==> config.mk <==
export PLATFORM = sky130hd
export DESIGN_NAME = eth_axi4lite_rx_reader
export DESIGN_NICKNAME = d
export VERILOG_FILES = /design/src/rtl/eth_defs.sv /design/src/rtl/eth_rx_stream_reg.sv /design/src/rtl/eth_axi4lite_rx_reader.sv
export SDC_FILE = /design/constraint.sdc
export NUM_CORES = 1
export LEC_CHECK = 0
export BUFFER_PORTS_ARGS = -buffer_cell sky130_fd_sc_hd__buf_4
export CORE_MARGIN = 8
export CORE_UTILIZATION = 35
export CTS_BUF_LIST = sky130_fd_sc_hd__clkbuf_16
export CTS_CLUSTER_SIZE = 8
export DETAILED_ROUTE_END_ITERATION = 8
export PLACE_DENSITY = 0.61
export SLEW_MARGIN = 30
export SYNTH_ARGS = -nofsm -noshare
export SYNTH_HDL_FRONTEND = slang
export SYNTH_SLANG_ARGS = --single-unit
==> constraint.sdc <==
create_clock -name clk_i -period 5.9 [get_ports clk_i]
set_input_delay 0.295 -clock clk_i [delete_from_list [all_inputs] [get_ports clk_i]]
set_output_delay 0.295 -clock clk_i [all_outputs]
set_load 0.005 [all_outputs]
==> src/rtl/eth_defs.sv <==
// rtl/eth_defs.sv - eth_axi4lite register map plus rx reader state and phase encodings
package eth_defs;

    localparam logic [31:0] ETH_RX     = 32'h0000_0000;
    localparam logic [31:0] ETH_STATUS = 32'h0000_0008;

    localparam int unsigned STAT_RXEMPTY_BIT = 0;
    localparam int unsigned STAT_RXRESET_BIT = 2;

    localparam logic [1:0] AXI_RESP_OKAY = 2'b00;

    typedef enum logic [2:0] {
        ST_IDLE,
        ST_STAT_AR,
        ST_STAT_R,
        ST_GAP,
        ST_DATA_AR,
        ST_DATA_R,
        ST_ABORT
    } rx_state_e;

    typedef enum logic [1:0] {
        PH_LEN_HI,
        PH_LEN_LO,
        PH_PAYLOAD
    } rx_phase_e;

endpackage

==> src/rtl/eth_rx_stream_reg.sv <==
// rtl/eth_rx_stream_reg.sv - one-entry valid/ready output register carrying data, last and err
module eth_rx_stream_reg (
    input  logic       clk_i,
    input  logic       rst_ni,
    input  logic       load_i,
    input  logic [7:0] data_i,
    input  logic       last_i,
    input  logic       err_i,
    output logic       full_o,
    output logic       valid_o,
    output logic [7:0] data_o,
    output logic       last_o,
    output logic       err_o,
    input  logic       ready_i
);

    logic       valid_q;
    logic [7:0] data_q;
    logic       last_q;
    logic       err_q;

    // The reader only loads while empty, so load never collides with a pending beat.
    always_ff @(posedge clk_i or negedge rst_ni) begin
        if (!rst_ni) begin
            valid_q <= 1'b0;
            data_q  <= 8'h00;
            last_q  <= 1'b0;
            err_q   <= 1'b0;
        end else if (load_i) begin
            valid_q <= 1'b1;
            data_q  <= data_i;
            last_q  <= last_i;
            err_q   <= err_i;
        end else if (valid_q && ready_i) begin
            valid_q <= 1'b0;
            data_q  <= 8'h00;
            last_q  <= 1'b0;
            err_q   <= 1'b0;
        end
    end

    assign full_o  = valid_q;
    assign valid_o = valid_q;
    assign data_o  = data_q;
    assign last_o  = last_q;
    assign err_o   = err_q;

endmodule

==> src/rtl/eth_axi4lite_rx_reader.sv <==
// rtl/eth_axi4lite_rx_reader.sv - AXI4-lite initiator draining the eth RX FIFO into a framed byte stream
module eth_axi4lite_rx_reader
    import eth_defs::*;
#(
    parameter logic [31:0] BASE_ADDR = 32'h0,
    parameter int unsigned POLL_GAP  = 16,
    parameter int unsigned MAX_LEN   = 1536
) (
    input  logic        clk_i,
    input  logic        rst_ni,
    input  logic        enable_i,
    output logic        m_arvalid_o,
    output logic [31:0] m_araddr_o,
    input  logic        m_arready_i,
    input  logic        m_rvalid_i,
    input  logic [31:0] m_rdata_i,
    input  logic [1:0]  m_rresp_i,
    output logic        m_rready_o,
    output logic        out_valid_o,
    output logic [7:0]  out_data_o,
    output logic        out_last_o,
    output logic        out_err_o,
    input  logic        out_ready_i,
    output logic [15:0] pkt_count_o,
    output logic [15:0] abort_count_o
);

    rx_state_e   state_q;
    rx_phase_e   phase_q;
    logic        arvalid_q;
    logic [31:0] araddr_q;
    logic        rready_q;
    logic [15:0] gap_q;
    logic [7:0]  len_hi_q;
    logic [15:0] remain_q;
    logic        started_q;
    logic [15:0] abort_cnt_q;
    logic [15:0] pkt_cnt_q;

    logic        capture;
    logic        rresp_ok;
    logic [15:0] hdr_len;
    logic        pay_load;
    logic        abort_load;
    logic        stream_full;
    logic        unused_rdata;

    assign capture      = m_rvalid_i && rready_q;
    assign rresp_ok     = (m_rresp_i == AXI_RESP_OKAY);
    assign hdr_len      = {len_hi_q, m_rdata_i[7:0]};
    assign pay_load     = (state_q == ST_DATA_R) && capture && rresp_ok && (phase_q == PH_PAYLOAD);
    // A truncation beat is only owed once payload bytes have left the block.
    assign abort_load   = (state_q == ST_ABORT) && started_q && !stream_full;
    assign unused_rdata = ^m_rdata_i[31:8];

    eth_rx_stream_reg u_stream_reg (
        .clk_i   (clk_i),
        .rst_ni  (rst_ni),
        .load_i  (pay_load || abort_load),
        .data_i  (abort_load ? 8'h00 : m_rdata_i[7:0]),
        .last_i  (abort_load || (remain_q == 16'd1)),
        .err_i   (abort_load),
        .full_o  (stream_full),
        .valid_o (out_valid_o),
        .data_o  (out_data_o),
        .last_o  (out_last_o),
        .err_o   (out_err_o),
        .ready_i (out_ready_i)
    );

    always_ff @(posedge clk_i or negedge rst_ni) begin
        if (!rst_ni) begin
            state_q     <= ST_IDLE;
            phase_q     <= PH_LEN_HI;
            arvalid_q   <= 1'b0;
            araddr_q    <= 32'h0;
            rready_q    <= 1'b0;
            gap_q       <= 16'h0;
            len_hi_q    <= 8'h00;
            remain_q    <= 16'h0;
            started_q   <= 1'b0;
            abort_cnt_q <= 16'h0;
        end else begin
            case (state_q)
                ST_IDLE: begin
                    // A packet already in flight finishes even when stopped.
                    if (enable_i || (phase_q != PH_LEN_HI)) begin
                        state_q   <= ST_STAT_AR;
                        arvalid_q <= 1'b1;
                        araddr_q  <= BASE_ADDR + ETH_STATUS;
                    end
                end
                ST_STAT_AR, ST_DATA_AR: begin
                    if (m_arready_i) begin
                        arvalid_q <= 1'b0;
                        rready_q  <= 1'b1;
                        state_q   <= (state_q == ST_STAT_AR) ? ST_STAT_R : ST_DATA_R;
                    end
                end
                ST_STAT_R: begin
                    if (capture) begin
                        rready_q <= 1'b0;
                        if (!rresp_ok || m_rdata_i[STAT_RXRESET_BIT]) begin
                            state_q <= ST_ABORT;
                        end else if (m_rdata_i[STAT_RXEMPTY_BIT]) begin
                            state_q <= ST_GAP;
                            gap_q   <= 16'(POLL_GAP);
                        end else if (stream_full) begin
                            state_q   <= ST_STAT_AR;
                            arvalid_q <= 1'b1;
                        end else begin
                            state_q   <= ST_DATA_AR;
                            arvalid_q <= 1'b1;
                            araddr_q  <= BASE_ADDR + ETH_RX;
                        end
                    end
                end
                ST_GAP: begin
                    if (gap_q == 16'h0) begin
                        state_q <= ST_IDLE;
                    end else begin
                        gap_q <= gap_q - 16'd1;
                    end
                end
                ST_DATA_R: begin
                    if (capture) begin
                        rready_q  <= 1'b0;
                        state_q   <= ST_STAT_AR;
                        arvalid_q <= 1'b1;
                        araddr_q  <= BASE_ADDR + ETH_STATUS;
                        if (!rresp_ok) begin
                            state_q   <= ST_ABORT;
                            arvalid_q <= 1'b0;
                        end else begin
                            case (phase_q)
                                PH_LEN_HI: begin
                                    len_hi_q <= m_rdata_i[7:0];
                                    phase_q  <= PH_LEN_LO;
                                end
                                PH_LEN_LO: begin
                                    if (hdr_len == 16'h0) begin
                                        phase_q <= PH_LEN_HI;
                                    end else if (32'(hdr_len) > MAX_LEN) begin
                                        state_q   <= ST_ABORT;
                                        arvalid_q <= 1'b0;
                                    end else begin
                                        remain_q <= hdr_len;
                                        phase_q  <= PH_PAYLOAD;
                                    end
                                end
                                default: begin
                                    remain_q <= remain_q - 16'd1;
                                    if (remain_q == 16'd1) begin
                                        phase_q   <= PH_LEN_HI;
                                        started_q <= 1'b0;
                                    end else begin
                                        started_q <= 1'b1;
                                    end
                                end
                            endcase
                        end
                    end
                end
                ST_ABORT: begin
                    if (!started_q || !stream_full) begin
                        abort_cnt_q <= abort_cnt_q + 16'd1;
                        phase_q     <= PH_LEN_HI;
                        started_q   <= 1'b0;
                        state_q     <= ST_GAP;
                        gap_q       <= 16'(POLL_GAP);
                    end
                end
                default: state_q <= ST_IDLE;
            endcase
        end
    end

    always_ff @(posedge clk_i or negedge rst_ni) begin
        if (!rst_ni) begin
            pkt_cnt_q <= 16'h0;
        end else if (out_valid_o && out_ready_i && out_last_o && !out_err_o) begin
            pkt_cnt_q <= pkt_cnt_q + 16'd1;
        end
    end

    assign m_arvalid_o   = arvalid_q;
    assign m_araddr_o    = araddr_q;
    assign m_rready_o    = rready_q;
    assign pkt_count_o   = pkt_cnt_q;
    assign abort_count_o = abort_cnt_q;

endmodule
== Yosys cells after proc, flatten, opt, wreduce, memory -nomap -nowiden ==
Cells that the tools add are included.

* Bits in registers: 123
* Input bits: 40
* Output and inout port bits: 77
* Word-level logic and storage cells: 157

* $add $sub $neg: 4
* Magnitude comparators: 1
* Eq/ne operators: 27
* Mux-type cells: 66
* Bitwise operators: 1
* Reductions and logical operators: 43

{| class="wikitable"
|+ Operators by type and width
! operator !! number
|-
| 2-to-1 mux 32 bit || 6
|-
| 2-to-1 mux 16 bit || 7
|-
| one-hot mux 32 bit (3 select lines) || 1
|-
| one-hot mux 16 bit (3 select lines) || 1
|-
| 2-to-1 mux 3 bit || 14
|-
| adder 16 x 1 -> 16 bit (second input constant) || 2
|-
| zero test 16 bit || 2
|-
| one-hot mux 16 bit (2 select lines) || 1
|-
| subtractor 16 x 1 -> 16 bit (second input constant) || 2
|-
| != test 2 bit (second input constant) || 14
|-
| 2-to-1 mux 8 bit || 3
|-
| AND reduction 6 bit || 4
|-
| 2-to-1 mux 1 bit || 21
|-
| one-hot mux 3 bit (6 select lines) || 1
|-
| == test 16 x 1 -> 1 bit (second input constant) || 1
|-
| > comparator 16 x 11 -> 1 bit (second input constant) || 1
|-
| AND reduction 7 bit || 2
|-
| 2-to-1 mux 2 bit || 6
|-
| == test 3 bit (second input constant) || 3
|-
| logical AND 1 bit || 9
|-
| one-hot mux 2 bit (2 select lines) || 2
|-
| nonzero test 2 bit || 4
|-
| == test 3 x 2 -> 1 bit (second input constant) || 2
|-
| nonzero test 3 bit || 2
|-
| 19 further kinds || 31
|}

== Depth between registers and ports, before layout ==
Gate-level depths: netlist (run 1).

* Depth in word-level cells: 7
* Gate-level depth with buffers: 8
* Depth with buffers taken out: 7

== Cells and area by module ==
A second synthesis (run 1) with hierarchy kept.

* Cell total of the unflattened synthesis: 545
* Area, all modules: 5227.5 sq um

{| class="wikitable"
|+ By module, submodules not included
! module !! times used !! cells an instance !! area each (sq um)
|-
| eth_axi4lite_rx_reader || 1 || 508 || 4754.6
|-
| eth_rx_stream_reg || 1 || 37 || 473.0
|}

== Worst setup path before layout (run 1) ==
No wires, ideal clock.

* Path kind: reg-to-reg
* Start point: register gap_q[0]
* End point: register gap_q[5]
* Library setup time: 79 ps
* Arrival time: 2248 ps
* Data required time: 5821 ps
* Slack: 3572 ps
* Cell stages (with the launch flop): 9
* Clock period less this slack: 2328 ps
* Cell sequence: dfrtp_1 > inv_1 > ha_1 > or3b_1 > or4_1 > o31ai_1 > buf_2 > a221oi_1 > mux2i_1

* Word-level cells in the longest chain between the ends: 3
* Elaborated cells between the ends (all ways): 6
* Classes of those cells: add/sub (1); eq/ne (1); mux (2); reduce/logical (2)

{| class="wikitable"
|+ Ends and longest elaborated chain
! element !! RTL line !! RTL
|-
| from (decl) || eth_axi4lite_rx_reader.sv:33 || <nowiki>logic [15:0] gap_q;</nowiki>
|-
| from (signal assigned) || eth_axi4lite_rx_reader.sv:107 || <nowiki>gap_q <= 16'(POLL_GAP);</nowiki>
|-
| from (signal assigned) || eth_axi4lite_rx_reader.sv:122 || <nowiki>gap_q <= gap_q - 16'd1;</nowiki>
|-
| from (signal assigned) || eth_axi4lite_rx_reader.sv:170 || <nowiki>gap_q <= 16'(POLL_GAP);</nowiki>
|-
| subtractor 16 x 1 -> 16 bit / zero test 16 bit (equally long branches) || eth_axi4lite_rx_reader.sv:122, eth_axi4lite_rx_reader.sv:119 ||
|-
| 2-to-1 mux 16 bit / != test 2 bit (equally long branches) || -- ||
|-
| one-hot mux 16 bit (3 select lines) / AND reduction 6 bit (equally long branches) || -- ||
|}

Parallel ways exist; a longest one is shown, timed or not. The select of a mux whose other input is x is not followed.
A chain may end at the register's enable or synchronous reset.

== Final worst setup path (run 1) ==
* Start point: register len_hi_q[6]
* End point: register remain_q[12]

* Word-level cells in the longest chain between the ends: 3
* Elaborated cells between the ends (all ways): 5
* Classes of those cells: order compare (1); eq/ne (2); reduce/logical (2)

{| class="wikitable"
|+ Ends and longest elaborated chain
! element !! RTL line !! RTL
|-
| from (decl) || eth_axi4lite_rx_reader.sv:34 || <nowiki>logic [7:0] len_hi_q;</nowiki>
|-
| from (signal assigned) || eth_axi4lite_rx_reader.sv:137 || <nowiki>len_hi_q <= m_rdata_i[7:0];</nowiki>
|-
| > comparator 16 x 11 -> 1 bit / zero test 16 bit (equally long branches) || eth_axi4lite_rx_reader.sv:143, eth_axi4lite_rx_reader.sv:141 ||
|-
| != test 2 bit (no line) || -- ||
|-
| AND reduction 6 bit (no line) (*) || -- ||
|-
| to (signal assigned) || eth_axi4lite_rx_reader.sv:147 || <nowiki>remain_q <= hdr_len;</nowiki>
|-
| to (signal assigned) || eth_axi4lite_rx_reader.sv:152 || <nowiki>remain_q <= remain_q - 16'd1;</nowiki>
|-
| to (decl) || eth_axi4lite_rx_reader.sv:35 || <nowiki>logic [15:0] remain_q;</nowiki>
|}

Mark *: on every way between the ends. The rest lies on a longest branch, timed or not.

==> flow_summary.toml, run 1 <==
[status]
run_status = "completed"

[pwr]
power_report.internal_total_mw = 1.481
power.density_cell_area_mw_per_mm2 = 415.2
ir_drop_v = 0.0001480
power.switching_mw = 1.003
share_seq_of_total_power_pct = 39.1
power.clock.fraction_pct = 23.1
power_switching_share_pct = 40.39
power_frac_comb_pct = 37.8
power_leakage_nw = 2.700

[worst_setup_path]
crit_path_max_fanout = 8
worst-endpoint-arrival_ps = 2910
critPathKind = "reg -> reg"
critPathRequiredTime_ps = 6090
worstPathCellList = "nor4_1 -> and3_1 -> a31oi_1 -> nor2_1 -> a311oi_1"
crit_path_end_kind = "flip-flop"
critical_path.slowest_cell = "sky130_fd_sc_hd__nor4_1"
cp_num_buf_inv = 0
timing.critical_path.slowest_cell_delay_ps = 810
path_delay_family = "simple AND/OR/NAND/NOR gates"
critPathLaunchType = "flip-flop"

[sta]
timing.clock.skew_ps = 8.760
clock.fmax_mhz = 367.7
max_slew.worst_pin.slew_ps = 918.5
final_hold_viol_count = 0
grt_setup_unrepaired = "no"
finalCritPeriodShare_pct = 46.09
fin_setup_tns_ps = 0
timing.slew.headroom_pct = 38.20
period_minus_slack_ps = 2719
setup_viol = 0
slew_viol_final = 0

[cts]
htree_levels = 3
hold_buffers = 1
clk_transition_reported_paths_ps = 70
clock_latency_ps = 340
cts-buffers-inserted = 9
tritoncts = "built"
cts.root.buffer_cell = "sky130_fd_sc_hd__clkbuf_16"
clock_tree_buffer_depth = 2
cts-resized-gates = 0
cts_sink_cnt = 92
cts_post_setup_buffers_inserted = 0

[route]
first_pass_iters = 4
remaining_drc_errors = 0
number_of_routed_nets_with_antenna_violations = 0
detail_route.iter0.violations = 404
vias = 4372
routed_wire_per_std_cell_um = 16.75
routed_wirelength_um = 13110
post_drt_via_cell_ratio = 5.584

[placed_design]
placement.io_buffers = 61
hpwl_um = 9589
dpl.cell_count = 766
gp_congestion = 0.8805
placedInstanceArea_mm2 = 0.005679

[logic_synthesis]
netlist_instances = 539
netlist-cell-type-count = 64
synth-async-reset-ratio_pct = 100.0
synth_top_area_share_pct = 44.65
synth_warnings = 0
synth_sequential_area_ratio_pct = 44.65
synth.ff_latch_count = 92
ys.flop_type = "sky130_fd_sc_hd__dfrtp_1"
syn_avg_cell_area_um2 = 9.566
mappedNetlistArea_mm2 = 0.005156
synth_enable_flop_cells = 0
synth_top_area_cell = "sky130_fd_sc_hd__dfrtp_1"
synth.area.top_cells = "sky130_fd_sc_hd__dfrtp_1 (45%), sky130_fd_sc_hd__buf_4 (4.5%), sky130_fd_sc_hd__xnor2_1 (4.1%), sky130_fd_sc_hd__nand2_1 (3.3%), sky130_fd_sc_hd__a31oi_1 (2.8%)"

[final_layout]
post_route_cells_drive_above_1_share_pct = 14.86
layout_commonest_cell = "sky130_fd_sc_hd__dfrtp_1"
mostFrequentLayoutCells = "sky130_fd_sc_hd__dfrtp_1 (92), sky130_fd_sc_hd__buf_4 (66), sky130_fd_sc_hd__nand2_1 (45)"
final-instance-count-excl-fill = 783
final_core_util_pct = 41.32
number_of_diodes = 0
final_design_area_no_fill_mm2 = 0.005983
synthToLayoutAreaGrowth_pct = 16.04
finalNetCount = 639

[global_routing]
grt_antenna_before_repair = 0
grt_first_pass_wirelength_um = 21440
via_count_of_the_first_global_routing_pass = 4179
grt_util_all_layers_pct = 14.00
globalRouteOverflowTotal = 0
largest_net_degree_at_the_start_of_global_routing = 64

[floorplanning]
area_enclosed_by_the_die_boundary_mm2 = 0.01887
core_mm2 = 0.01448
fp.dieW_um = 137.4
row_cnt = 44
die_height_um = 137.4
floorplan.io_pins = 117
initial_utilization_pct = 35.61

[hold_path]
worst_hold_path_type = "in -> reg"

[job]
cap_violations = 0
[final timing paths]
| path | cells past startpoint | startpoint | slack [ps] | endpoint |
|---|---|---|---|---|
| worst min register to register | 1 | pkt_count_o[15]$_DFFE_PN0P_ | 480 | pkt_count_o[15]$_DFFE_PN0P_ |
| max in group asynchronous | 3 | rst_ni | 4350 | remain_q[13]$_DFFE_PN0P_ |
| worst max-delay path | 5 | len_hi_q[6]$_DFFE_PN0P_ | 3180 | remain_q[12]$_DFFE_PN0P_ |
| worst min-delay path | 2 | out_ready_i | 170 | u_stream_reg.full_o$_DFFE_PN0P_ |
| worst max register to register | 5 | len_hi_q[6]$_DFFE_PN0P_ | 3180 | remain_q[12]$_DFFE_PN0P_ |
| min in group asynchronous | 2 | rst_ni | 430 | gap_q[7]$_DFFE_PN0P_ |
[power groups by stage]
stage	clock (mW)	sequential (mW)	combinational, mW
floorplan	0	0.888	0.736
global route	0.617	0.998	1.05
global placement	0	0.970	0.911
CTS	0.589	0.968	0.936
detailed placement	0	0.980	0.930
finish	0.573	0.972	0.939
[synth_stat cells, drive strengths merged (5+ instances only)]
cell    count
nand3      22
xnor2      24
buf        35
a22o        9
nor3       16
a211oi      9
and4        5
a21oi      26
and2        5
clkbuf     18
nand2      45
inv        15
a31oi      23
and3       12
o31ai       9
dfrtp      92
or4         6
o22ai       5
or3         5
mux2i       6
nor2       27
o21ai      22
xor2        6
ha          5
nor4       11
mux2       11
nand4       8
[flip-flops by register name, indices dropped and copies added (netlist names)]
name and count:
state_q 3, u_stream_reg.data_o 8, len_hi_q 8, u_stream_reg.full_o 1, pkt_count_o 16, gap_q 16, u_stream_reg.last_o 1, m_arvalid_o 1
u_stream_reg.err_o 1, remain_q 16, m_araddr_o 1, m_rready_o 1, phase_q 2, abort_count_o 16, started_q 1
[cell type report]
type	count	area, um^2
inverter	15	56.30
clock buffer	9	225.2
timing repair buffer	67	505.5
tap	184	230.2
fill	1432	8496
multi-input combinational	409	2597
clock inverter	7	66.31
sequential	92	2302
[layer usage]
layer | part of all wire (%) | global-route usage, %
met4 | 2.4 | 6.035
met2 | 48 | 22.85
met5 | 0 | 0
met1 | 44 | 17.69
met3 | 5.4 | 2.699
[logic make-up after synthesis]
kind of cell / after synthesis / share of synthesized area, %
XOR/XNOR: 30 / 5.096
AND/OR/NAND/NOR: 188 / 19.90
adder cells (fa/ha/maj): 5 / 1.213
flip-flops: 92 / 44.65
other: 1 / 0.07273
multiplexers: 17 / 3.567
buffers and inverters: 68 / 7.304
AO/OA/AOI/OAI: 138 / 18.20
[stage by stage]
stage / setup WS (ps) / hold WS (ps) / power, mW
CTS: 3229 / 160.6 / 2.493
floorplan: 3572 / -0.5911 / 1.624
global route: 3073 / 177.7 / 2.664
global placement: 3148 / 253.7 / 1.881
finish: 3181 / 171.4 / 2.484
detailed placement: 3082 / 259.6 / 1.910
[worst register-to-register path: stages, from the launching register on]
cell and delay, ps:
sky130_fd_sc_hd__dfrtp_1 410, sky130_fd_sc_hd__nor4_1 810, sky130_fd_sc_hd__and3_1 290, sky130_fd_sc_hd__a31oi_1 250
sky130_fd_sc_hd__nor2_1 620, sky130_fd_sc_hd__a311oi_1 200
(Power assumes the default switching activity.)
==> run 2, diff against run 1 <==
- PLACE_DENSITY: 0.61 -> 0.63
- clock period: 5.9 -> 2.3 ns (I/O delays scaled with it)
==> run 2 against run 1 <==
  * Non-clock buffer count is 31 higher
  * Worst setup slack worse by 3100 ps
  * Wire length is 4.5% higher
  * Global-route usage is 0.83 points higher
  * Combinational power grew to 3.1 times the previous value
  * Sequential power is 150% higher
  * Critical endpoint is now gap_q[5]$_DFFE_PN0P_
  * Highest routed layer unchanged
==> flow_summary.toml, run 2 (synthesis results as in run 1) <==
[floorplanning]
initial_utilization_pct = 35.61
row_cnt = 44
floorplan.io_pins = 117
fp.dieW_um = 137.4
die_height_um = 137.4
area_enclosed_by_the_die_boundary_mm2 = 0.01887
core_mm2 = 0.01448

[global_routing]
largest_net_degree_at_the_start_of_global_routing = 48
via_count_of_the_first_global_routing_pass = 4363
grt_antenna_before_repair = 0
globalRouteOverflowTotal = 0
grt_first_pass_wirelength_um = 22290
grt_util_all_layers_pct = 14.83

[hold_path]
worst_hold_path_type = "in -> reg"

[route]
wl_met2_um = 6837
routed_wirelength_um = 13700
number_of_routed_nets_with_antenna_violations = 0
remaining_drc_errors = 0
wl_met3_um = 825
uppermost_layer_routed = "met4"
first_pass_iters = 4
vias = 4435
routed_wire_per_std_cell_um = 16.83
post_drt_via_cell_ratio = 5.448
detail_route.iter0.violations = 416
met1_length_um = 5721

[pwr]
power_leakage_nw = 2.856
ir_drop_v = 0.0004471
power.density_cell_area_mw_per_mm2 = 1068

[worst_setup_path]
crit_path_max_fanout = 6
r2r_setup_slack_ps = 40
crit_path_end_kind = "flip-flop"
critPathRequiredTime_ps = 2570
crit_path_start = "gap_q[1]$_DFFE_PN0P_"
timing.reg2reg.worst_path_depth = 8
worstReg2RegStart = "gap_q[1]$_DFFE_PN0P_"
critPathLaunchType = "flip-flop"
worst_r2r_dst = "gap_q[5]$_DFFE_PN0P_"
critPathKind = "reg -> reg"
worst-endpoint-arrival_ps = 2530
setup.worst_path.end = "gap_q[5]$_DFFE_PN0P_"

[job]
cap_violations = 0

[cts]
clk_transition_reported_paths_ps = 70
htree_levels = 3
tritoncts = "built"
cts.root.buffer_cell = "sky130_fd_sc_hd__clkbuf_16"
cts_sink_cnt = 92
clock_tree_buffer_depth = 2
cts-buffers-inserted = 9
clock_latency_ps = 350

[status]
run_status = "completed"

[sta]
grt_setup_unrepaired = "yes"
whs_ps = 13.94
fin_setup_tns_ps = 0
setup_viol = 0
clock.fmax_mhz = 442.0
timing.slew.headroom_pct = 45.47
period_minus_slack_ps = 2262
slew_viol_final = 0
max_slew.worst_pin.slew_ps = 814.9
timing.clock.skew_ps = 8.088
finalCritPeriodShare_pct = 98.36
worst_slack_ps = 37.70
final_hold_viol_count = 0

[final_layout]
layout_commonest_cell = "sky130_fd_sc_hd__buf_4"
number_of_diodes = 0
finalNetCount = 670
synthToLayoutAreaGrowth_pct = 21.74
mostFrequentLayoutCells = "sky130_fd_sc_hd__buf_4 (93), sky130_fd_sc_hd__dfrtp_1 (92), sky130_fd_sc_hd__nand2_1 (45)"
post_route_cells_drive_above_1_share_pct = 20.32

[placed_design]
placement.io_buffers = 61
place_worst_setup_slack_ps = -101.7
hpwl_um = 9915
gp_congestion = 0.8989
[run 2: how the worst min path moves through the flow]
stage	slack [ps]	end	depth (start not counted)	startpoint
floorplan	-180	abort_count_o[0]$_DFFE_PN0P_	0	rst_ni
global placement	160	gap_q[9]$_DFFE_PN0P_	1	rst_ni
detailed placement	170	gap_q[9]$_DFFE_PN0P_	1	rst_ni
CTS	0.3	len_hi_q[3]$_DFFE_PN0P_	2	m_rdata_i[3]
global route	20	len_hi_q[4]$_DFFE_PN0P_	2	m_rdata_i[4]
finish	10	len_hi_q[3]$_DFFE_PN0P_	2	m_rdata_i[3]
[run 2: through the flow]
step                area, um^2  util (%)  std cells  total power [mW]
global placement          5887     40.66        792             5.059
finish                    6277     43.35        814             6.705
detailed placement        5887     40.66        792             5.139
global route              6277     43.35        814             7.219
CTS                       6247     43.15        814             6.692
floorplan                 5274         -        569             4.175
[run 2: worst max-delay path, stage by stage, from the launching register on]
cell and delay (ps):
sky130_fd_sc_hd__dfrtp_1 390, sky130_fd_sc_hd__inv_2 80, sky130_fd_sc_hd__ha_4 130, sky130_fd_sc_hd__or3b_4 380
sky130_fd_sc_hd__or4_4 460, sky130_fd_sc_hd__o31ai_4 290, sky130_fd_sc_hd__buf_6 180, sky130_fd_sc_hd__a221oi_1 80
sky130_fd_sc_hd__mux2i_1 210
[run 2: timing repair]
| action | CTS | global route |
|---|---|---|
| gates cloned | 1 | 0 |
| pin swaps | 1 | 3 |
| hold buffers | 2 | 0 |
| resized for setup | 10 | 7 |
| endpoints found under the hold margin | 47 | 0 |
| setup endpoints to repair | 16 | 21 |
| buffers inserted | 3 | 0 |
[run 2: cell type report]
cell class / instances / area, um^2
Clock inverter: 7 / 50.05
Sequential cell: 92 / 2302
Inverter: 15 / 56.30
Tap cell: 184 / 230.2
Clock buffer: 9 / 225.2
Multi-Input combinational cell: 409 / 2653
Fill cell: 1399 / 8202
Timing Repair Buffer: 98 / 760.7
[run 2: power breakdown]
group | total [mW] | switching [mW] | internal, mW
sequential | 2.42 | 0.460 | 1.96
clock | 1.39 | 0.658 | 0.736
combinational | 2.89 | 1.61 | 1.28
total | 6.71 | 2.73 | 3.98
[run 2: metal layers]
metal | vias to the layer above | GRT usage [%]
met3 | 27 | 4.413
met5 | - | 0
met1 | 2150 | 18.04
met2 | 134 | 24.40
li1 | 2124 | -
met4 | 0 | 5.311
==> run 3, diff against run 2 <==
- PLACE_DENSITY: 0.63 -> 0.66
- clock period: 2.3 -> 2.65 ns (I/O delays scaled with it)
==> run 3 against run 2 <==
  * Combinational power shrank 19%
  * Count of clock-buffer cells in the layout unchanged
  * Largest cell class unchanged
  * Total power decreased by 14%
  * Sequential share of layout area increased by 0.61 points
  * Via count is 0.45% higher
  * Sequential power is 13% lower
==> flow_summary.toml, run 3 (synthesis results as in run 1) <==
[status]
run_status = "completed"

[worst_setup_path]
crit_path_end_kind = "flip-flop"
worst-endpoint-arrival_ps = 2710
critPathRequiredTime_ps = 2920
worstPathCellList = "inv_1 -> ha_1 -> or3b_1 -> or4_1 -> o31ai_2 -> buf_4 -> a21oi_1 -> a31oi_1"
timing.critical_path.slowest_cell_delay_ps = 450
critPathKind = "reg -> reg"
critPathLaunchType = "flip-flop"
cp_num_buf_inv = 2
critical_path.slowest_cell = "sky130_fd_sc_hd__or4_1"
path_delay_family = "simple AND/OR/NAND/NOR gates"
crit_path_max_fanout = 11

[final_layout]
mostFrequentLayoutCells = "sky130_fd_sc_hd__dfrtp_1 (92), sky130_fd_sc_hd__buf_4 (86), sky130_fd_sc_hd__nand2_1 (45)"
final_core_util_pct = 42.65
number_of_diodes = 0
finalNetCount = 661
post_route_cells_drive_above_1_share_pct = 17.87
multiInputGateArea_mm2 = 0.002595
fillCellCount = 1409
layout_commonest_cell = "sky130_fd_sc_hd__dfrtp_1"
register_area_mm2 = 0.002302
synthToLayoutAreaGrowth_pct = 19.75

[sta]
timing.slew.headroom_pct = 56.12
setup_viol = 0
clock.fmax_mhz = 409.9
timing.clock.skew_ps = 9.415
slew_viol_final = 0
grt_setup_unrepaired = "no"
finalCritPeriodShare_pct = 92.07
period_minus_slack_ps = 2440
final_hold_viol_count = 0
fin_setup_tns_ps = 0
max_slew.worst_pin.slew_ps = 653.2

[cts]
tritoncts = "built"
cts_sink_cnt = 92
clk_transition_reported_paths_ps = 70
cts-buffers-inserted = 9
cts_post_setup_buffers_inserted = 0
cts.root.buffer_cell = "sky130_fd_sc_hd__clkbuf_16"
clock_latency_ps = 350
clock_tree_buffer_depth = 2
htree_levels = 3

[global_routing]
grt_util_all_layers_pct = 14.39
globalRouteOverflowTotal = 0
largest_net_degree_at_the_start_of_global_routing = 56
grt_first_pass_wirelength_um = 21960
grt_antenna_before_repair = 0
via_count_of_the_first_global_routing_pass = 4470

[placed_design]
hpwl_um = 9915
gp_congestion = 0.8963
placement.io_buffers = 61

[floorplanning]
area_enclosed_by_the_die_boundary_mm2 = 0.01887
row_cnt = 44
floorplan.io_pins = 117
fp.dieW_um = 137.4
die_height_um = 137.4
core_mm2 = 0.01448
initial_utilization_pct = 35.61

[pwr]
power_leakage_nw = 2.821
power.clock.fraction_pct = 22.9
power.switching_mw = 2.312
power_switching_share_pct = 40.02
power_report.internal_total_mw = 3.465
power_frac_comb_pct = 40.7
ir_drop_v = 0.0003364
share_seq_of_total_power_pct = 36.4
power.density_cell_area_mw_per_mm2 = 935.6

[route]
routed_wire_per_std_cell_um = 16.57
remaining_drc_errors = 0
number_of_routed_nets_with_antenna_violations = 0
vias = 4455
first_pass_iters = 5
detail_route.iter0.violations = 369
routed_wirelength_um = 13340
post_drt_via_cell_ratio = 5.534

[job]
cap_violations = 0

[hold_path]
worst_hold_path_type = "in -> reg"
==> run 3: cell type report <==
type                            count  area share, %
Clock buffer                        9          3.647
Clock inverter                      7          1.297
Inverter                           15         0.9119
Multi-Input combinational cell    409          42.03
Sequential cell                    92          37.28
Tap cell                          184          3.728
Timing Repair Buffer               89          11.10
==> run 3: worst register-to-register path, stage by stage, from the launching register on <==
cell and delay [ps]:
sky130_fd_sc_hd__dfrtp_1 390, sky130_fd_sc_hd__inv_1 90, sky130_fd_sc_hd__ha_1 190, sky130_fd_sc_hd__or3b_1 370, sky130_fd_sc_hd__or4_1 450, sky130_fd_sc_hd__o31ai_2 230, sky130_fd_sc_hd__buf_4 220, sky130_fd_sc_hd__a21oi_1 210
sky130_fd_sc_hd__a31oi_1 220
==> run 3: power by group through the flow <==
stage               clock network, mW  logic (mW)  registers, mW
global placement                    0        2.27           2.10
detailed placement                  0        2.33           2.12
floorplan                           0        1.64           1.98
finish                           1.32        2.35           2.10
CTS                              1.36        2.34           2.10
global route                     1.43        2.62           2.16
==> run 3: routing by layer <==
| layer | part of all wire [%] | global-route usage (%) | wire length, um |
|---|---|---|---|
| met1 | 44 | 17.91 | 5875 |
| met2 | 49 | 24.15 | 6561 |
| met4 | 1.7 | 4.104 | 223 |
| met5 | 0 | 0 | 0 |
| met3 | 5.1 | 3.611 | 675 |
==> run 3: per-stage QoR <==
step	setup slack, ps	power (mW)	cell area (um^2)	std cells	hold WS [ps]
2_1_floorplan	322.4	3.615	5269	569	-163.1
3_3_place_gp	241.5	4.370	5844	787	149.5
3_5_place_dp	179.6	4.451	5844	787	152.2
4_1_cts	181.4	5.806	6170	805	40.13
5_1_grt	31.35	6.207	6175	805	49.54
6_report	210.1	5.777	6175	805	48.98
==> run 3: repair_timing <==
| action | CTS | global route |
|---|---|---|
| setup endpoints to repair | 0 | 3 |
| hold endpoints to repair | 38 | 0 |
| resized for setup | 0 | 1 |
| hold buffers | 2 | 0 |
==> run 3: final timing paths <==
kind | start | to | slack [ps] | depth (start not counted)
max in group asynchronous | rst_ni | abort_count_o[5]$_DFFE_PN0P_ | 1680 | 3
worst max-delay path | gap_q[1]$_DFFE_PN0P_ | gap_q[9]$_DFFE_PN0P_ | 210 | 8
worst min register to register | pkt_count_o[15]$_DFFE_PN0P_ | pkt_count_o[15]$_DFFE_PN0P_ | 470 | 1
min in group asynchronous | rst_ni | gap_q[12]$_DFFE_PN0P_ | 300 | 2
worst max register to register | gap_q[1]$_DFFE_PN0P_ | gap_q[9]$_DFFE_PN0P_ | 210 | 8
worst min-delay path | m_rdata_i[3] | len_hi_q[3]$_DFFE_PN0P_ | 50 | 2
